==> src/rtl/oc8051_ram_bist_ctrl.sv <==
// oc8051_ram_bist_ctrl: March C- self-test initiator for the oc8051 internal RAM.
// Port 0 issues the reads. Port 1 issues the writes. Reads and writes never hit
// the same address in the same cycle.
// Optional diagnostics (fail_exp, fail_act, err_cnt) are enabled by OC8051_BIST_DIAG_EN.
module oc8051_ram_bist_ctrl #(
  parameter int ADR_WIDTH  = 6,
  parameter int DATA_WIDTH = 8,
  parameter logic [DATA_WIDTH-1:0] BG = {DATA_WIDTH{1'b0}}
) (
  input  logic                  clk,
  input  logic                  rst,
  input  logic                  start,
  input  logic                  abort,
  output logic                  busy,
  output logic                  done,
  output logic                  fail,
  output logic [ADR_WIDTH-1:0]  fail_adr,
  output logic [2:0]            fail_elem,
`ifdef OC8051_BIST_DIAG_EN
  output logic [DATA_WIDTH-1:0] fail_exp,
  output logic [DATA_WIDTH-1:0] fail_act,
  output logic [7:0]            err_cnt,
`endif
  output logic [ADR_WIDTH-1:0]  ram_adr0,
  output logic                  ram_en0,
  input  logic [DATA_WIDTH-1:0] ram_dat0_i,
  output logic [ADR_WIDTH-1:0]  ram_adr1,
  output logic [DATA_WIDTH-1:0] ram_dat1_o,
  output logic                  ram_en1,
  output logic                  ram_wr1
);

  typedef enum logic [2:0] {IDLE, WR, RD_ISSUE, RD_CHK, DONE} state_t;

  localparam logic [ADR_WIDTH-1:0] ADR_MAX = '1;

  state_t                  state, state_nxt;
  logic [ADR_WIDTH-1:0]    adr, adr_nxt;
  logic [2:0]              elem, elem_nxt, elem_inc;
  logic                    run_start, chk_en, last_adr, miscmp;
  logic [DATA_WIDTH-1:0]   exp_dat;

  // Elements 3 and 4 sweep downward; all others sweep upward.
  function automatic logic elem_down(input logic [2:0] e);
    return (e == 3'd3) || (e == 3'd4);
  endfunction

  // Elements 2 and 4 read the complement pattern; the others read the background.
  function automatic logic [DATA_WIDTH-1:0] elem_rd_val(input logic [2:0] e);
    return ((e == 3'd2) || (e == 3'd4)) ? ~BG : BG;
  endfunction

  // The error counter saturates instead of wrapping.
  function automatic logic [7:0] sat_inc(input logic [7:0] c);
    return (c == 8'hFF) ? c : c + 8'd1;
  endfunction

  assign exp_dat  = elem_rd_val(elem);
  assign elem_inc = elem + 3'd1;
  assign last_adr = elem_down(elem) ? (adr == '0) : (adr == ADR_MAX);
  assign miscmp   = chk_en && (ram_dat0_i != exp_dat);

  // Next-state, sweep counters and RAM port drive.
  always_comb begin
    state_nxt  = state;
    adr_nxt    = adr;
    elem_nxt   = elem;
    run_start  = 1'b0;
    chk_en     = 1'b0;
    busy       = 1'b0;
    ram_adr0   = '0;
    ram_en0    = 1'b0;
    ram_adr1   = '0;
    ram_dat1_o = '0;
    ram_en1    = 1'b0;
    ram_wr1    = 1'b0;
    case (state)
      IDLE, DONE: begin
        if (start && !abort) begin
          state_nxt = WR;
          adr_nxt   = '0;
          elem_nxt  = 3'd0;
          run_start = 1'b1;
        end
      end
      WR: begin
        busy       = 1'b1;
        ram_en1    = 1'b1;
        ram_wr1    = 1'b1;
        ram_adr1   = adr;
        ram_dat1_o = BG;
        if (abort) begin
          state_nxt = IDLE;
        end else if (last_adr) begin
          state_nxt = RD_ISSUE;
          elem_nxt  = 3'd1;
          adr_nxt   = '0;
        end else begin
          adr_nxt = adr + 1'b1;
        end
      end
      RD_ISSUE: begin
        busy     = 1'b1;
        ram_en0  = 1'b1;
        ram_adr0 = adr;
        state_nxt = abort ? IDLE : RD_CHK;
      end
      RD_CHK: begin
        busy   = 1'b1;
        chk_en = 1'b1;
        if (elem != 3'd5) begin
          ram_en1    = 1'b1;
          ram_wr1    = 1'b1;
          ram_adr1   = adr;
          ram_dat1_o = ~exp_dat;
        end
        if (abort) begin
          state_nxt = IDLE;
        end else if (last_adr) begin
          if (elem == 3'd5) begin
            state_nxt = DONE;
          end else begin
            state_nxt = RD_ISSUE;
            elem_nxt  = elem_inc;
            adr_nxt   = elem_down(elem_inc) ? ADR_MAX : '0;
          end
        end else begin
          state_nxt = RD_ISSUE;
          adr_nxt   = elem_down(elem) ? adr - 1'b1 : adr + 1'b1;
        end
      end
      default: state_nxt = IDLE;
    endcase
  end

  // State, address and element registers.
  always_ff @(posedge clk or posedge rst) begin
    if (rst) begin
      state <= IDLE;
      adr   <= '0;
      elem  <= 3'd0;
    end else begin
      state <= state_nxt;
      adr   <= adr_nxt;
      elem  <= elem_nxt;
    end
  end

  // Sticky result flags; only the first miscompare records its location.
  always_ff @(posedge clk or posedge rst) begin
    if (rst) begin
      done      <= 1'b0;
      fail      <= 1'b0;
      fail_adr  <= '0;
      fail_elem <= 3'd0;
`ifdef OC8051_BIST_DIAG_EN
      fail_exp  <= '0;
      fail_act  <= '0;
      err_cnt   <= 8'd0;
`endif
    end else if (run_start) begin
      done      <= 1'b0;
      fail      <= 1'b0;
      fail_adr  <= '0;
      fail_elem <= 3'd0;
`ifdef OC8051_BIST_DIAG_EN
      fail_exp  <= '0;
      fail_act  <= '0;
      err_cnt   <= 8'd0;
`endif
    end else begin
      if ((state == RD_CHK) && (state_nxt == DONE))
        done <= 1'b1;
      if (miscmp) begin
        fail <= 1'b1;
        if (!fail) begin
          fail_adr  <= adr;
          fail_elem <= elem;
`ifdef OC8051_BIST_DIAG_EN
          fail_exp  <= exp_dat;
          fail_act  <= ram_dat0_i;
`endif
        end
`ifdef OC8051_BIST_DIAG_EN
        err_cnt <= sat_inc(err_cnt);
`endif
      end
    end
  end

endmodule

==> config.mk <==
export PLATFORM = sky130hd
export DESIGN_NAME = oc8051_ram_bist_ctrl
export DESIGN_NICKNAME = d
export VERILOG_FILES = /design/src/rtl/oc8051_ram_bist_ctrl.sv
export SDC_FILE = /design/constraint.sdc
export NUM_CORES = 1
export LEC_CHECK = 0
export CORE_MARGIN = 4
export CORE_UTILIZATION = 43
export CTS_BUF_LIST = sky130_fd_sc_hd__clkbuf_4
export CTS_CLUSTER_SIZE = 8
export DETAILED_ROUTE_END_ITERATION = 7
export HOLD_SLACK_MARGIN = 0.15
export PLACE_DENSITY_LB_ADDON = 0.05
export SLEW_MARGIN = 15
export SYNTH_ARGS = -nofsm -noshare
export SYNTH_HDL_FRONTEND = slang
export SYNTH_SLANG_ARGS = --single-unit
==> constraint.sdc <==
create_clock -name clk -period 2.11 [get_ports clk]
set_input_delay 0.3165 -clock clk [delete_from_list [all_inputs] [get_ports clk]]
set_output_delay 0.3165 -clock clk [all_outputs]
set_load 0.05 [all_outputs]
==> run metrics, run 1 <==
status complete, but fails checks; failing checks negative setup slack; clk root buf clkbuf_4; setup TNS -0.00845 ns; final WL 5.65 mm; Boundary Pins 47; fin crit share 100%; clk sinks 23; Core Region between 4000 and 5000 sq um; r2r worst-path depth 8; TritonCTS clock tree done; die area 5320 sq um; grt ovf 0; FP Rows 23; Max Slew Vio Count 0; Die Wd roughly 73 um; number of synthesized flops with an enable pin 0; initial antenna violation count 0; static leakage 1.20 nW; CP Capture Type primary output; drc violations 0; Syn Nets 242; Starting Density 45.0%; drt pass-1 iters 4; pre-CTS setup slack -0.115 ns; drt wl/cell 16.4 um; n_diodes 0; detailed-route via count 1926; Num CTS Buffers 3; min setup slack post-route -0.00193 ns; Req. time, crit path 1.79 ns; htree depth 1; Crit path largest cell delay 0.42 ns; post-detail-place hpwl 3.97 mm; Pwr per Cell Area 347 nW/um^2; slew margin rel. 66.2%; Slowest-stage cell, CP dfrtp_1; total track usage approximately 20%; fmax 474 MHz; WP buf/inv 4; worst setup path class register to primary output; worst-path maximum fanout 8; Nets 314; Final ANT Viol Nets 0; DP Cell Count about 330; Peak VDD IR 0.360 mV; Worst Skew 0.00143 ns; Hold WS 0.328 ns; final hold violations 0; Main synth FF type dfrtp_1; reg2reg setup slack roughly 0.04 ns; r2r endpoint adr[2]; Buffers on Ports 46; Die H about 73 um; Netlist cell types 50; layout cells sized above 1 about a third; CTS Buffer Depth 2; Mapped Cells approximately 220; Worst Tran Pin Value 0.505 ns; worst setup path startpoint elem[0]; minimum clock period 2.11 ns; cell mode on critical path buf_12; Vias per Instance 5.60; Setup-failing EPs final 8; Netlist Area Pre-Place 1810 sq um; most frequent cells in the layout buf_4 (40), nand2_1 (34), clkdlybuf4s50_1 (22), dfrtp_1 (21), nor2_1 (17); FF+latch count, synth 23; cells along the critical path inv_2 -> ha_2 -> mux2i_4 -> buf_6 -> and3_4 -> buf_12 -> buf_12; GP Congestion between 0.9 and 1; detailed router's first-iteration violation count roughly 120; Hold Path Class input port to async pin; Seq/Total Area, Yosys 31.8%; Finished Layout Cells between 300 and 400; Synth-to-Final Area Change 57.7%; Crit path depth 7; vias in the first global route 1746; commonest non-fill, non-tap cell in the layout buf_4; Worst-Skew Late Latency about 0.32 ns; largest net degree at the start of global routing 24; total power 0.990 mW; syn_area_per_cell 8.12 sq um; asr flop ratio synth 100%; first-pass GRT wire length roughly 8.6 mm; Worst-path clk slew 0.14 ns; crit path DAT 1.80 ns; Setup crit start kind register; critical path endpoint ram_dat1_o[6]; Worst R2R Start elem[1]; RSZ-0062 raised after global routing true; Max Cap Viol 0; cell family with the largest share of critical-path delay buffers and inverters; Ys Warns 0
[flip-flops by register name, indices dropped and copies added (netlist names)]
signal / cells
elem: 3
fail_elem: 3
state: 3
fail: 1
done: 1
adr: 6
fail_adr: 6
[worst register-to-register path, cell delays in order, from the launching register on]
cell and delay [ns]:
dfrtp_1 0.43, inv_2 0.09, ha_4 0.18, buf_4 0.14, mux2i_4 0.19, nor4_4 0.08
nor2_1 0.28, o21ai_1 0.20, a221o_1 0.39
[Yosys cell counts (3+ instances only)]
master / number / area, sq um
a21oi_1: 8 / 40.0
a221o_1: 3 / 30.0
a31oi_1: 3 / 18.8
and2_1: 10 / 62.6
buf_2: 6 / 30.0
buf_4: 9 / 67.6
buf_6: 3 / 33.8
dfrtp_1: 23 / 576
ha_1: 7 / 87.6
inv_1: 8 / 30.0
nand2_1: 35 / 131
nand3_1: 8 / 40.0
nand4_1: 3 / 18.8
nor2_1: 20 / 75.1
nor3_1: 10 / 50.1
o211ai_1: 3 / 22.5
o21ai_0: 17 / 85.1
o21ai_1: 3 / 15.0
or4_1: 3 / 22.5
[power breakdown]
group | internal, mW | switching (mW) | total, mW
clock network | 0.0709 | 0.149 | 0.220
logic | 0.130 | 0.178 | 0.307
registers | 0.453 | 0.0103 | 0.463
total | 0.654 | 0.337 | 0.990
[layout make-up]
cell class	count	area [sq um]
multi-input cells	172	1200
fillers	331	1170
repair buffers	87	957
flip-flops and latches	23	578
well taps	50	62.6
inverters	8	30.0
clock buffers	3	22.5
clock inverters	1	5.00
[cell families after synthesis]
group | count (synthesis) | synth area share [%]
simple gates | 106 | 29.5
compound gates | 53 | 20.0
buf+inv | 28 | 9.32
flops | 23 | 31.8
fa+ha+maj | 7 | 4.83
mux | 4 | 3.66
xor+xnor | 2 | 0.967
[worst min-delay path by stage]
stage | end | cells after the start
final | state[2] | 3
after global routing | fail_elem[2] | 3
after CTS | state[2] | 3
after detailed placement | fail_adr[1] | 2
after global placement | fail_adr[1] | 2
after floorplan | adr[0] | 1
[layer usage]
metal	track usage [%]	wire [um]
met1	29.2	2460
met5	0	0
met2	31.7	2780
met4	5.33	43
met3	4.68	362
[timing repair]
| action | 4_1_cts | 5_1_grt |
|---|---|---|
| endpoints found under the setup margin | 27 | 35 |
| setup buffers | 3 | 6 |
| resized for setup | 20 | 27 |
| pin swaps | 3 | 10 |
| hold buffers | 0 | 0 |
[through the flow]
step                      instance area (sq um)  utilization (%)
after floorplan                            1820                -
after detailed placement                   2570             63.8
after global placement                     2570             63.8
final                                      2860             70.9
after global routing                       2860             70.9
after CTS                                  2700             67.0
Power figures use the tool's default switching activity.
==> run 2, diff against run 1 <==
--- a/config.mk
+++ b/config.mk
@@ -8,9 +8,11 @@
 export CORE_MARGIN = 4
 export CORE_UTILIZATION = 43
 export CTS_BUF_LIST = sky130_fd_sc_hd__clkbuf_4
+export CTS_CLUSTER_DIAMETER = 60
 export CTS_CLUSTER_SIZE = 8
 export DETAILED_ROUTE_END_ITERATION = 7
 export HOLD_SLACK_MARGIN = 0.15
+export MAX_ROUTING_LAYER = met4
 export PLACE_DENSITY_LB_ADDON = 0.05
 export SLEW_MARGIN = 15
 export SYNTH_ARGS = -nofsm -noshare
==> run metrics, run 2 (synthesized netlist as in run 1, its figures left out) <==
grt ovf 0 (unchanged); Vias per Instance 5.58 (-0.31%); Final ANT Viol Nets 0 (unchanged); reg2reg setup slack 0.01 ns (-0.03 ns); clock share of power 21.8% (-0.4 points); Psw 0.336 mW (-0.25%); met2 usage 31.8% (+0.10 points); total track usage 21.2% (+0.57 points); GP Congestion 0.962 (+1.8%); Crit path largest cell delay 0.44 ns (+0.02 ns); sw frac 33.9% (-0.058 points); met1 usage 29.6% (+0.43 points); FP Rows 23 (unchanged); slew margin rel. 66.1% (-0.14 points); Internal 0.654 mW (about the same); sequential cell area 578 sq um (unchanged); Peak VDD IR 0.361 mV (+0.38%); most frequent cells in the layout buf_4 (40), nand2_1 (34), clkdlybuf4s50_1 (22), dfrtp_1 (21), nor2_1 (17); vias in the first global route 1736 (-0.57%); Core Region 4030 sq um (unchanged); clk sinks 23 (unchanged); Pwr per Cell Area 346 nW/um^2 (about the same); Worst Tran Pin Value 0.507 ns (+0.00214 ns); commonest non-fill, non-tap cell in the layout buf_4; Worst-path clk slew 0.14 ns (about the same); GRT busiest layer met2; Synth-to-Final Area Change 57.7% (unchanged); Die Wd 72.9 um (unchanged); status complete, no violations; final WL 5.68 mm (+0.55%); setup TNS 0 ns (+0.00845 ns); drt pass-1 iters 4 (unchanged); fin crit share 99.9% (-0.18 points); detailed router's first-iteration violation count 91 (-27%); RSZ-0062 raised after global routing true; initial antenna violation count 0 (unchanged); M3 GR Usage 3.86% (-0.83 points); Largest regs adr (6), fail_adr (6); multi-input logic area 1200 sq um (unchanged); worst-path maximum fanout 8 (unchanged); Die H 72.9 um (unchanged); minimum clock period 2.11 ns (-0.00374 ns); fmax 474 MHz (+0.18%); Max Cap Viol 0 (unchanged); TritonCTS clock tree done; htree depth 1 (unchanged); Starting Density 45.0% (unchanged); die area 5320 sq um (unchanged); Hold WS 0.330 ns (+0.00241 ns); n_diodes 0 (unchanged); Setup-failing EPs final 0 (-8); Boundary Pins 47 (unchanged); Req. time, crit path 1.79 ns (about the same); Slowest-stage cell, CP dfrtp_1; drt wl/cell 16.5 um (+0.55%); clk root buf clkbuf_4; Worst-Skew Late Latency 0.31 ns (about the same); min setup slack post-route 0.00181 ns (+0.00374 ns); drc violations 0 (unchanged); largest net degree at the start of global routing 24 (unchanged); pre-CTS setup slack -0.115 ns (unchanged); final hold violations 0 (unchanged); detailed-route via count 1920 (-0.31%); crit path DAT 1.79 ns (about the same); CTS Buffer Depth 2 (unchanged); CP Capture Type primary output; layout cells sized above 1 34.7% (unchanged); Comb power frac 31.3% (+0.3 points); cells along the critical path inv_2 -> buf_6 -> ha_4 -> nand2_4 -> buf_6 -> and3_4 -> buf_12 -> buf_12; Worst Skew 0.00171 ns (+0.000276 ns); post-detail-place hpwl 3.97 mm (unchanged); Max Slew Vio Count 0 (unchanged); Filler cells 331 (unchanged); Num CTS Buffers 3 (unchanged); Hold Path Class input port to async pin; share of power burned in registers 46.9% (about the same); Nets 314 (unchanged); Setup crit start kind register; worst setup path class register to primary output; static leakage 1.20 nW (unchanged); first-pass GRT wire length 8.61 mm (-0.16%); Buffers on Ports 46 (unchanged)
-- run 2: power by group through the flow --
stage	logic [mW]	registers, mW	clock network, mW
after floorplan	0.162	0.472	0
after global placement	0.274	0.471	0
after detailed placement	0.277	0.471	0
after CTS	0.284	0.463	0.222
after global routing	0.335	0.466	0.243
final	0.310	0.464	0.216
-- run 2: stage by stage --
step / utilization [%] / area, sq um / power (mW) / cells
after floorplan: - / 1820 / 0.634 / 223
after global placement: 63.8 / 2570 / 0.745 / 331
after detailed placement: 63.8 / 2570 / 0.748 / 331
after CTS: 67.0 / 2700 / 0.969 / 338
after global routing: 70.9 / 2860 / 1.04 / 344
final: 70.9 / 2860 / 0.989 / 344
-- run 2: layer usage --
| metal | part of all wire [%] | vias to the layer above |
|---|---|---|
| met5 | 0 | - |
| met4 | 0.48 | 0 |
| met2 | 49 | 70 |
| met1 | 41 | 919 |
| li1 | - | 927 |
| met3 | 9.1 | 4 |
-- run 2: final timing paths --
check,start,depth (start not counted),to
setup / recovery,elem[1],8,ram_dat1_o[6]
hold / removal,rst,3,state[2]
setup reg to reg,elem[1],8,adr[2]
hold reg to reg,fail_elem[2],2,fail_elem[2]
max in group asynchronous,rst,3,state[0]
min in group clk,fail_elem[2],2,fail_elem[2]
-- run 2: critical path, delay by kind of cell, from the launching register on --
kind | cells | cell delay (ns)
buffers and inverters | 5 | 0.61
flip-flops | 1 | 0.44
AND/OR/NAND/NOR | 2 | 0.26
adder cells (fa/ha/maj) | 1 | 0.17
-- run 2: cell type report --
class	count	share of cell area, %
Timing Repair Buffer	87	33.5
Sequential cell	23	20.2
Clock buffer	3	0.788
Tap cell	50	2.19
Inverter	8	1.05
Clock inverter	1	0.175
Multi-Input combinational cell	172	42.1
-- run 2: repair_timing --
action / in CTS / in global routing
buffers inserted: 3 / 6
hold buffers: 0 / 0
pin swaps: 3 / 10
setup endpoints to repair: 27 / 35
gates resized for setup: 20 / 27
==> run 3, diff against run 2 <==
--- a/config.mk
+++ b/config.mk
@@ -12,7 +12,6 @@
 export CTS_CLUSTER_SIZE = 8
 export DETAILED_ROUTE_END_ITERATION = 7
 export HOLD_SLACK_MARGIN = 0.15
-export MAX_ROUTING_LAYER = met4
 export PLACE_DENSITY_LB_ADDON = 0.05
 export SLEW_MARGIN = 15
 export SYNTH_ARGS = -nofsm -noshare
==> results of run 3 <==
Final layout, timing and power as in run 1 (identical DEF).
